**src/rtl/alu_op_sequencer_if.sv**
```systemverilog
// Bundle between the instruction source, the sequencer and the external ALU.
// master = sequencer side, slave = instruction source / ALU environment side.
`timescale 1ns/1ps
interface alu_op_sequencer_if #(
  parameter int WIDTH = 5,
  parameter int CNT_W = 8
);
  // Instruction handshake: a transfer happens on a rising edge where
  // instr_valid && instr_ready; instr_* are don't-care otherwise.
  logic             instr_valid;
  logic             instr_ready;
  logic             instr_load;
  logic [1:0]       instr_op;
  logic [WIDTH-1:0] instr_imm;

  logic [WIDTH-1:0] alu_a;
  logic [WIDTH-1:0] alu_b;
  logic [1:0]       alu_sel;
  logic [WIDTH-1:0] alu_result;

  logic [WIDTH-1:0] acc;
  logic             carry;
  logic             done;
  logic [CNT_W-1:0] op_count;
  logic             seq_state;  // 0 = IDLE, 1 = EXEC

  modport master (
    input  instr_valid, instr_load, instr_op, instr_imm, alu_result,
    output instr_ready, alu_a, alu_b, alu_sel, acc, carry, done, op_count,
           seq_state
  );

  modport slave (
    output instr_valid, instr_load, instr_op, instr_imm, alu_result,
    input  instr_ready, alu_a, alu_b, alu_sel, acc, carry, done, op_count,
           seq_state
  );
endinterface

```
**src/rtl/alu_op_sequencer.sv**
```systemverilog
// Sequences load/ALU instructions around an external combinational 5-bit ALU,
// keeping the result in an accumulator and counting retired instructions.
`timescale 1ns/1ps
module alu_op_sequencer #(
  parameter int WIDTH = 5,
  parameter int CNT_W = 8
) (
  input  logic               clk,
  input  logic               rst,
  alu_op_sequencer_if.master bus
);

  typedef enum logic {IDLE = 1'b0, EXEC = 1'b1} state_e;

  state_e           state_q, state_d;
  logic [WIDTH-1:0] acc_q, acc_d;
  logic             carry_q, carry_d;
  logic             done_q, done_d;
  logic [CNT_W-1:0] cnt_q, cnt_d;
  logic [WIDTH-1:0] a_q, a_d;
  logic [WIDTH-1:0] b_q, b_d;
  logic [1:0]       sel_q, sel_d;

  logic             accept;
  logic [WIDTH-1:0] sum_w;
  logic             add_carry;

  assign bus.instr_ready = (state_q == IDLE) && !rst;
  assign accept          = bus.instr_valid && bus.instr_ready;

  // Carry comes from the registered operands; a wrapped unsigned sum is
  // smaller than either addend exactly when bit WIDTH of the true sum is set.
  assign sum_w     = a_q + b_q;
  assign add_carry = (sel_q == 2'b01) && (sum_w < a_q);

  always_comb begin
    state_d = state_q;
    acc_d   = acc_q;
    carry_d = carry_q;
    done_d  = 1'b0;
    cnt_d   = cnt_q;
    a_d     = a_q;
    b_d     = b_q;
    sel_d   = sel_q;
    unique case (state_q)
      IDLE: begin
        if (accept) begin
          if (bus.instr_load) begin
            acc_d   = bus.instr_imm;
            carry_d = 1'b0;
            done_d  = 1'b1;
            cnt_d   = cnt_q + 1'b1;
          end else begin
            a_d     = acc_q;
            b_d     = bus.instr_imm;
            sel_d   = bus.instr_op;
            state_d = EXEC;
          end
        end
      end
      EXEC: begin
        acc_d   = bus.alu_result;
        carry_d = add_carry;
        done_d  = 1'b1;
        cnt_d   = cnt_q + 1'b1;
        state_d = IDLE;
      end
      default: state_d = IDLE;
    endcase
  end

  always_ff @(posedge clk) begin
    if (rst) begin
      state_q <= IDLE;
      acc_q   <= '0;
      carry_q <= 1'b0;
      done_q  <= 1'b0;
      cnt_q   <= '0;
      a_q     <= '0;
      b_q     <= '0;
      sel_q   <= 2'b00;
    end else begin
      state_q <= state_d;
      acc_q   <= acc_d;
      carry_q <= carry_d;
      done_q  <= done_d;
      cnt_q   <= cnt_d;
      a_q     <= a_d;
      b_q     <= b_d;
      sel_q   <= sel_d;
    end
  end

  assign bus.alu_a     = a_q;
  assign bus.alu_b     = b_q;
  assign bus.alu_sel   = sel_q;
  assign bus.acc       = acc_q;
  assign bus.carry     = carry_q;
  assign bus.done      = done_q;
  assign bus.op_count  = cnt_q;
  assign bus.seq_state = (state_q == EXEC);

endmodule

```
**src/flat_wrapper.sv**
```systemverilog
// flat-port wrapper written by rule: the top's interface ports become plain ports
module alu_op_sequencer_flat 
#(
  parameter int WIDTH = 5,
  parameter int CNT_W = 8
)
  (clk, rst, bus_instr_valid, bus_instr_load, bus_instr_op, bus_instr_imm, bus_alu_result, bus_instr_ready, bus_alu_a, bus_alu_b, bus_alu_sel, bus_acc, bus_carry, bus_done, bus_op_count, bus_seq_state);
  alu_op_sequencer_if #(.WIDTH(WIDTH), .CNT_W(CNT_W)) bus_i ();
  input  logic clk;
  input  logic rst;
  input wire logic [$bits(bus_i.instr_valid)-1:0] bus_instr_valid;
  input wire logic [$bits(bus_i.instr_load)-1:0] bus_instr_load;
  input wire logic [$bits(bus_i.instr_op)-1:0] bus_instr_op;
  input wire logic [$bits(bus_i.instr_imm)-1:0] bus_instr_imm;
  input wire logic [$bits(bus_i.alu_result)-1:0] bus_alu_result;
  output wire logic [$bits(bus_i.instr_ready)-1:0] bus_instr_ready;
  output wire logic [$bits(bus_i.alu_a)-1:0] bus_alu_a;
  output wire logic [$bits(bus_i.alu_b)-1:0] bus_alu_b;
  output wire logic [$bits(bus_i.alu_sel)-1:0] bus_alu_sel;
  output wire logic [$bits(bus_i.acc)-1:0] bus_acc;
  output wire logic [$bits(bus_i.carry)-1:0] bus_carry;
  output wire logic [$bits(bus_i.done)-1:0] bus_done;
  output wire logic [$bits(bus_i.op_count)-1:0] bus_op_count;
  output wire logic [$bits(bus_i.seq_state)-1:0] bus_seq_state;
  assign bus_i.instr_valid = bus_instr_valid;
  assign bus_i.instr_load = bus_instr_load;
  assign bus_i.instr_op = bus_instr_op;
  assign bus_i.instr_imm = bus_instr_imm;
  assign bus_i.alu_result = bus_alu_result;
  assign bus_instr_ready = bus_i.instr_ready;
  assign bus_alu_a = bus_i.alu_a;
  assign bus_alu_b = bus_i.alu_b;
  assign bus_alu_sel = bus_i.alu_sel;
  assign bus_acc = bus_i.acc;
  assign bus_carry = bus_i.carry;
  assign bus_done = bus_i.done;
  assign bus_op_count = bus_i.op_count;
  assign bus_seq_state = bus_i.seq_state;
  alu_op_sequencer #(.WIDTH(WIDTH), .CNT_W(CNT_W)) u_core (.clk(clk), .rst(rst), .bus(bus_i));
endmodule
```
**config.mk**
```make
export PLATFORM = sky130hd
export DESIGN_NAME = alu_op_sequencer_flat
export DESIGN_NICKNAME = d
export VERILOG_FILES = /design/src/rtl/alu_op_sequencer_if.sv /design/src/rtl/alu_op_sequencer.sv /design/src/flat_wrapper.sv
export SDC_FILE = /design/constraint.sdc
export NUM_CORES = 1
export LEC_CHECK = 0
export CORE_MARGIN = 1.5
export CORE_UTILIZATION = 45
export DETAILED_ROUTE_END_ITERATION = 7
export GPL_ROUTABILITY_DRIVEN = 0
export PLACE_DENSITY = 0.75
export SLEW_MARGIN = 15
export SYNTH_ARGS = -nofsm -noshare
export SYNTH_HDL_FRONTEND = slang
export SYNTH_SLANG_ARGS = --single-unit
```
**constraint.sdc**
```tcl
create_clock -name clk -period 2.3 [get_ports clk]
set_clock_uncertainty 0.05 [all_clocks]
set_input_delay 0.23 -clock clk [delete_from_list [all_inputs] [get_ports clk]]
set_output_delay 0.23 -clock clk [all_outputs]
set_load 0.02 [all_outputs]
```
==> reports/metrics.yaml <==
power:
  power.switching_w: 0.000228
  switching_share_pct: 26.1
  irDropWorstVdd_mv: 0.344
  power.leakage_nw: 0.697
  share_comb_of_total_power_pct: 18.5
  pwr-share-seq_pct: 59.5
  pwr-share-clk_pct: 22.1
  p_int_w: 0.000645
  pwr_density_cell_nw_per_um2: 475
routing:
  final_routed_drc_violation_total: 5
  first_pass_iters: 6
  antenna_violating_nets_post_route: 0
  number_of_drc_violations_after_detailed_routing_iteration_0: 60
  totalWireLength_mm: 2.94
  routed_via_density: 5.34
  detail_route.wl_per_cell_um: 13.2
  detailroute.via_count: 1191
synthesis:
  synth_seq_cells: 28
  ys_top_cells_by_area: "sky130_fd_sc_hd__dfxtp_1, sky130_fd_sc_hd__nand2_1, sky130_fd_sc_hd__ha_1, sky130_fd_sc_hd__a21oi_1, sky130_fd_sc_hd__a211oi_2"
  synthesis.nets: 176
  ys_warn_count: 0
  post_synth_mux_area_share_pct: 4.44
  combinational_family_with_the_most_area_after_synthesis: "simple AND/OR/NAND/NOR gates"
  synth_area_um2: 1350
  synthSimpleGateAreaFrac_pct: 16.9
  yosys.area_share.adder_pct: 8.87
  synth_compound_gate_area_share_pct: 16.7
  synth_top_area_cell: "sky130_fd_sc_hd__dfxtp_1"
  synth_area_per_cell_um2: 8.97
  post_synth_xor_area_fraction_pct: 6.47
  postSynthCellCount: 151
  ys_seq_area_share_pct: 41.4
  netlist.area_leader.share_pct: 41.4
  post_synth_num_cell_types: 33
setup_path:
  slowest_cell_delay_on_critical_path_ns: 0.39
  critical_path_buf_inv_count: 0
  slowest_stage: "sky130_fd_sc_hd__fa_2"
  timing_worst_setup_path_type: "register to register"
  crit_path_cell_trace: "and2_4 -> fa_2 -> a21o_1 -> a21oi_2 -> xnor2_1 -> ha_1 -> a21oi_1 -> nand2_1 -> a31oi_1 -> a31o_2"
  required_ns: 2.53
  worst_setup_path_end_kind: "register"
  crit_arrival_ns: 2.42
  crit_fanout: 3
  start_kind: "register"
  cp_top_family: "compound AO/OA/AOI/OAI gates"
placement:
  place_area_um2: 1800
  io_buffer_count: 44
  place.detailed.instances: 220
  place_worst_setup_slack_ns: 0.0514
  dp_hpwl_mm: 2.26
flow_run:
  cap_violations: 0
floorplanning:
  initial_core_util_pct: 48.3
  floorplan.die_area_um2: 3350
  die_h_um: 57.9
  io_pins: 45
  core.rowCount: 19
  dieWidth_um: 57.9
  floorplan.core_area_um2: 2810
outcome:
  violations_in_the_final_reports: "design-rule violations"
  outcome: "complete, but fails checks"
timing:
  final.setup.worst_slack_ns: 0.104
  crit_path_time_final_ns: 2.20
  period_share_pct: 95.5
  report.final.hold_viol_count: 0
  max-slew-margin-rel_pct: 65.5
  worst_slew_pin_slew_ns: 0.518
  timing.final.setup_violations: 0
  fmax_ghz: 0.455
  fin_max_slew_vios: 0
worst_hold_path:
  classification_of_the_worst_slack_hold_path: "input port to register"
global_route:
  grt_pass1_vias: 1139
  grt_max_degree: 28
  grt_pass1_wl_mm: 4.94
  grt_overall_usage_pct: 18.7
  globalRoute.totalOverflow: 0
  number_of_antenna_violations_at_the_first_check_in_global_routing: 0
clocking:
  cts_buffers: 3
  cts_tree: "yes"
  clock_tree.root_cell: "sky130_fd_sc_hd__clkbuf_4"
  insertion_delay_ns: 0.32
  max_root_sink_buffers: 2
  htree_num_levels: 1
  clock_edge_transition_at_the_registers_on_the_reported_setup_and_hold_paths_ns: 0.14
  clock-sinks: 28
final_layout:
  area_growth_pct: 35.7
  antenna_cells_inserted: 0
  drive_gt1_share_pct: 9.38
  final_instance_area_um2: 1840
  fin_cells: 223
  finalNetCount: 219
==> sequential cells by signal, summed over array words and instances (netlist names) <==
name                  count
u_core.bus.op_count       8
u_core.bus.alu_sel        2
u_core.bus.alu_b          5
u_core.bus.alu_a          5
u_core.bus.acc            5
u_core.bus.seq_state      1
u_core.bus.done           1
u_core.bus.carry          1
==> power by group through the flow <==
stage / Clock (W) / Combinational (W) / Sequential (W)
6_report: 0.000193 / 0.000161 / 0.000519
5_1_grt: 0.000216 / 0.000175 / 0.000522
4_1_cts: 0.000198 / 0.000162 / 0.000519
3_5_place_dp: 0 / 0.000162 / 0.000530
3_3_place_gp: 0 / 0.000158 / 0.000529
2_1_floorplan: 0 / 0.0000717 / 0.000545
==> metal layers <==
metal / track usage, % / wire (µm) / vias to the layer above
met2: 32.3 / 1520 / 31
met3: 2.01 / 117 / 2
li1: - / - / 601
met5: 0 / 0 / -
met4: 6.64 / 12 / 0
met1: 24.1 / 1290 / 557
==> logic make-up after synthesis <==
| family | Yosys count |
|---|---|
| AND/OR/NAND/NOR | 51 |
| XOR/XNOR | 10 |
| adder cells (fa/ha/maj) | 9 |
| multiplexers | 6 |
| flip-flops | 28 |
| buffers and inverters | 14 |
| AO/OA/AOI/OAI | 33 |
==> repair_timing <==
| action | in CTS | in global routing |
|---|---|---|
| setup endpoints to repair | 0 | 1 |
| gates resized for setup | 0 | 4 |
| hold buffers | 0 | 0 |
| setup buffers | 0 | 0 |
==> worst min-delay path, delay by kind of cell <==
kind / cells / cell delay, ns
buffers and inverters: 1 / 0.39
AO/OA/AOI/OAI: 1 / 0.05
AND/OR/NAND/NOR: 1 / 0.05
==> worst paths after layout <==
path                                           from               endpoint  slack (ns)  cells after the start
worst max-delay path            u_core.bus.alu_b[0]       u_core.bus.carry        0.10                     10
worst min-delay path                bus_instr_op[0]  u_core.bus.alu_sel[0]        0.39                      3
worst max register to register  u_core.bus.alu_b[0]       u_core.bus.carry        0.10                     10
worst min register to register  u_core.bus.alu_b[0]    u_core.bus.alu_b[0]        0.43                      2
==> synthesized netlist by cell type <==
library cell                count
sky130_fd_sc_hd__nor2_2         1
sky130_fd_sc_hd__nor4bb_1       1
sky130_fd_sc_hd__mux2i_1        6
sky130_fd_sc_hd__ha_1           8
sky130_fd_sc_hd__nand2_1       27
sky130_fd_sc_hd__a31oi_1        1
sky130_fd_sc_hd__and4_1         1
sky130_fd_sc_hd__o211ai_1       1
sky130_fd_sc_hd__and3b_1        1
sky130_fd_sc_hd__nand4_1        1
sky130_fd_sc_hd__fa_1           1
sky130_fd_sc_hd__inv_1          4
sky130_fd_sc_hd__nor2b_1        1
sky130_fd_sc_hd__buf_6          1
sky130_fd_sc_hd__buf_4          1
sky130_fd_sc_hd__o2111ai_1      3
sky130_fd_sc_hd__nand3b_1       1
sky130_fd_sc_hd__a21o_1         2
sky130_fd_sc_hd__nor2_1        13
sky130_fd_sc_hd__a211oi_2       5
sky130_fd_sc_hd__and2_1         1
sky130_fd_sc_hd__xor2_1         7
sky130_fd_sc_hd__xnor2_1        3
sky130_fd_sc_hd__or3_1          1
sky130_fd_sc_hd__a21oi_1       17
sky130_fd_sc_hd__and3_1         1
sky130_fd_sc_hd__a31o_2         1
sky130_fd_sc_hd__clkbuf_1       2
sky130_fd_sc_hd__inv_2          1
sky130_fd_sc_hd__or2_1          1
sky130_fd_sc_hd__o21ai_0        3
sky130_fd_sc_hd__dfxtp_1       28
sky130_fd_sc_hd__buf_2          5
==> layout make-up <==
| class | count | area [µm²] |
|---|---|---|
| timing repair buffer | 47 | 463 |
| inverter | 5 | 18.8 |
| sequential | 28 | 562 |
| multi-input combinational | 109 | 732 |
| fill | 248 | 968 |
| clock buffer | 3 | 22.5 |
| tap | 31 | 38.8 |
==> layout by cell type, fill, tap and decap left out, types with 2 or more instances in the layout <==
cell type and instances:
sky130_fd_sc_hd__mux2i_1 6, sky130_fd_sc_hd__clkdlybuf4s50_1 44, sky130_fd_sc_hd__clkbuf_4 3, sky130_fd_sc_hd__nor2_1 13, sky130_fd_sc_hd__a21o_1 2, sky130_fd_sc_hd__xor2_1 7, sky130_fd_sc_hd__inv_1 4, sky130_fd_sc_hd__a21oi_1 16
sky130_fd_sc_hd__xnor2_1 3, sky130_fd_sc_hd__o21ai_0 3, sky130_fd_sc_hd__o2111ai_1 3, sky130_fd_sc_hd__ha_1 8, sky130_fd_sc_hd__buf_4 3, sky130_fd_sc_hd__dfxtp_1 27, sky130_fd_sc_hd__a211oi_2 5, sky130_fd_sc_hd__nand2_1 27
==> per-stage QoR <==
step / setup TNS, ns / hold WS (ns) / util (%) / power, W
after floorplan: 0 / 0.316 / - / 0.000617
after global placement: 0 / 0.402 / 64.3 / 0.000687
after detailed placement: 0 / 0.413 / 64.3 / 0.000691
after CTS: 0 / 0.382 / 65.1 / 0.000880
after global routing: -0.00430 / 0.395 / 65.5 / 0.000913
final: 0 / 0.387 / 65.5 / 0.000873
(Power assumes the default switching activity.)
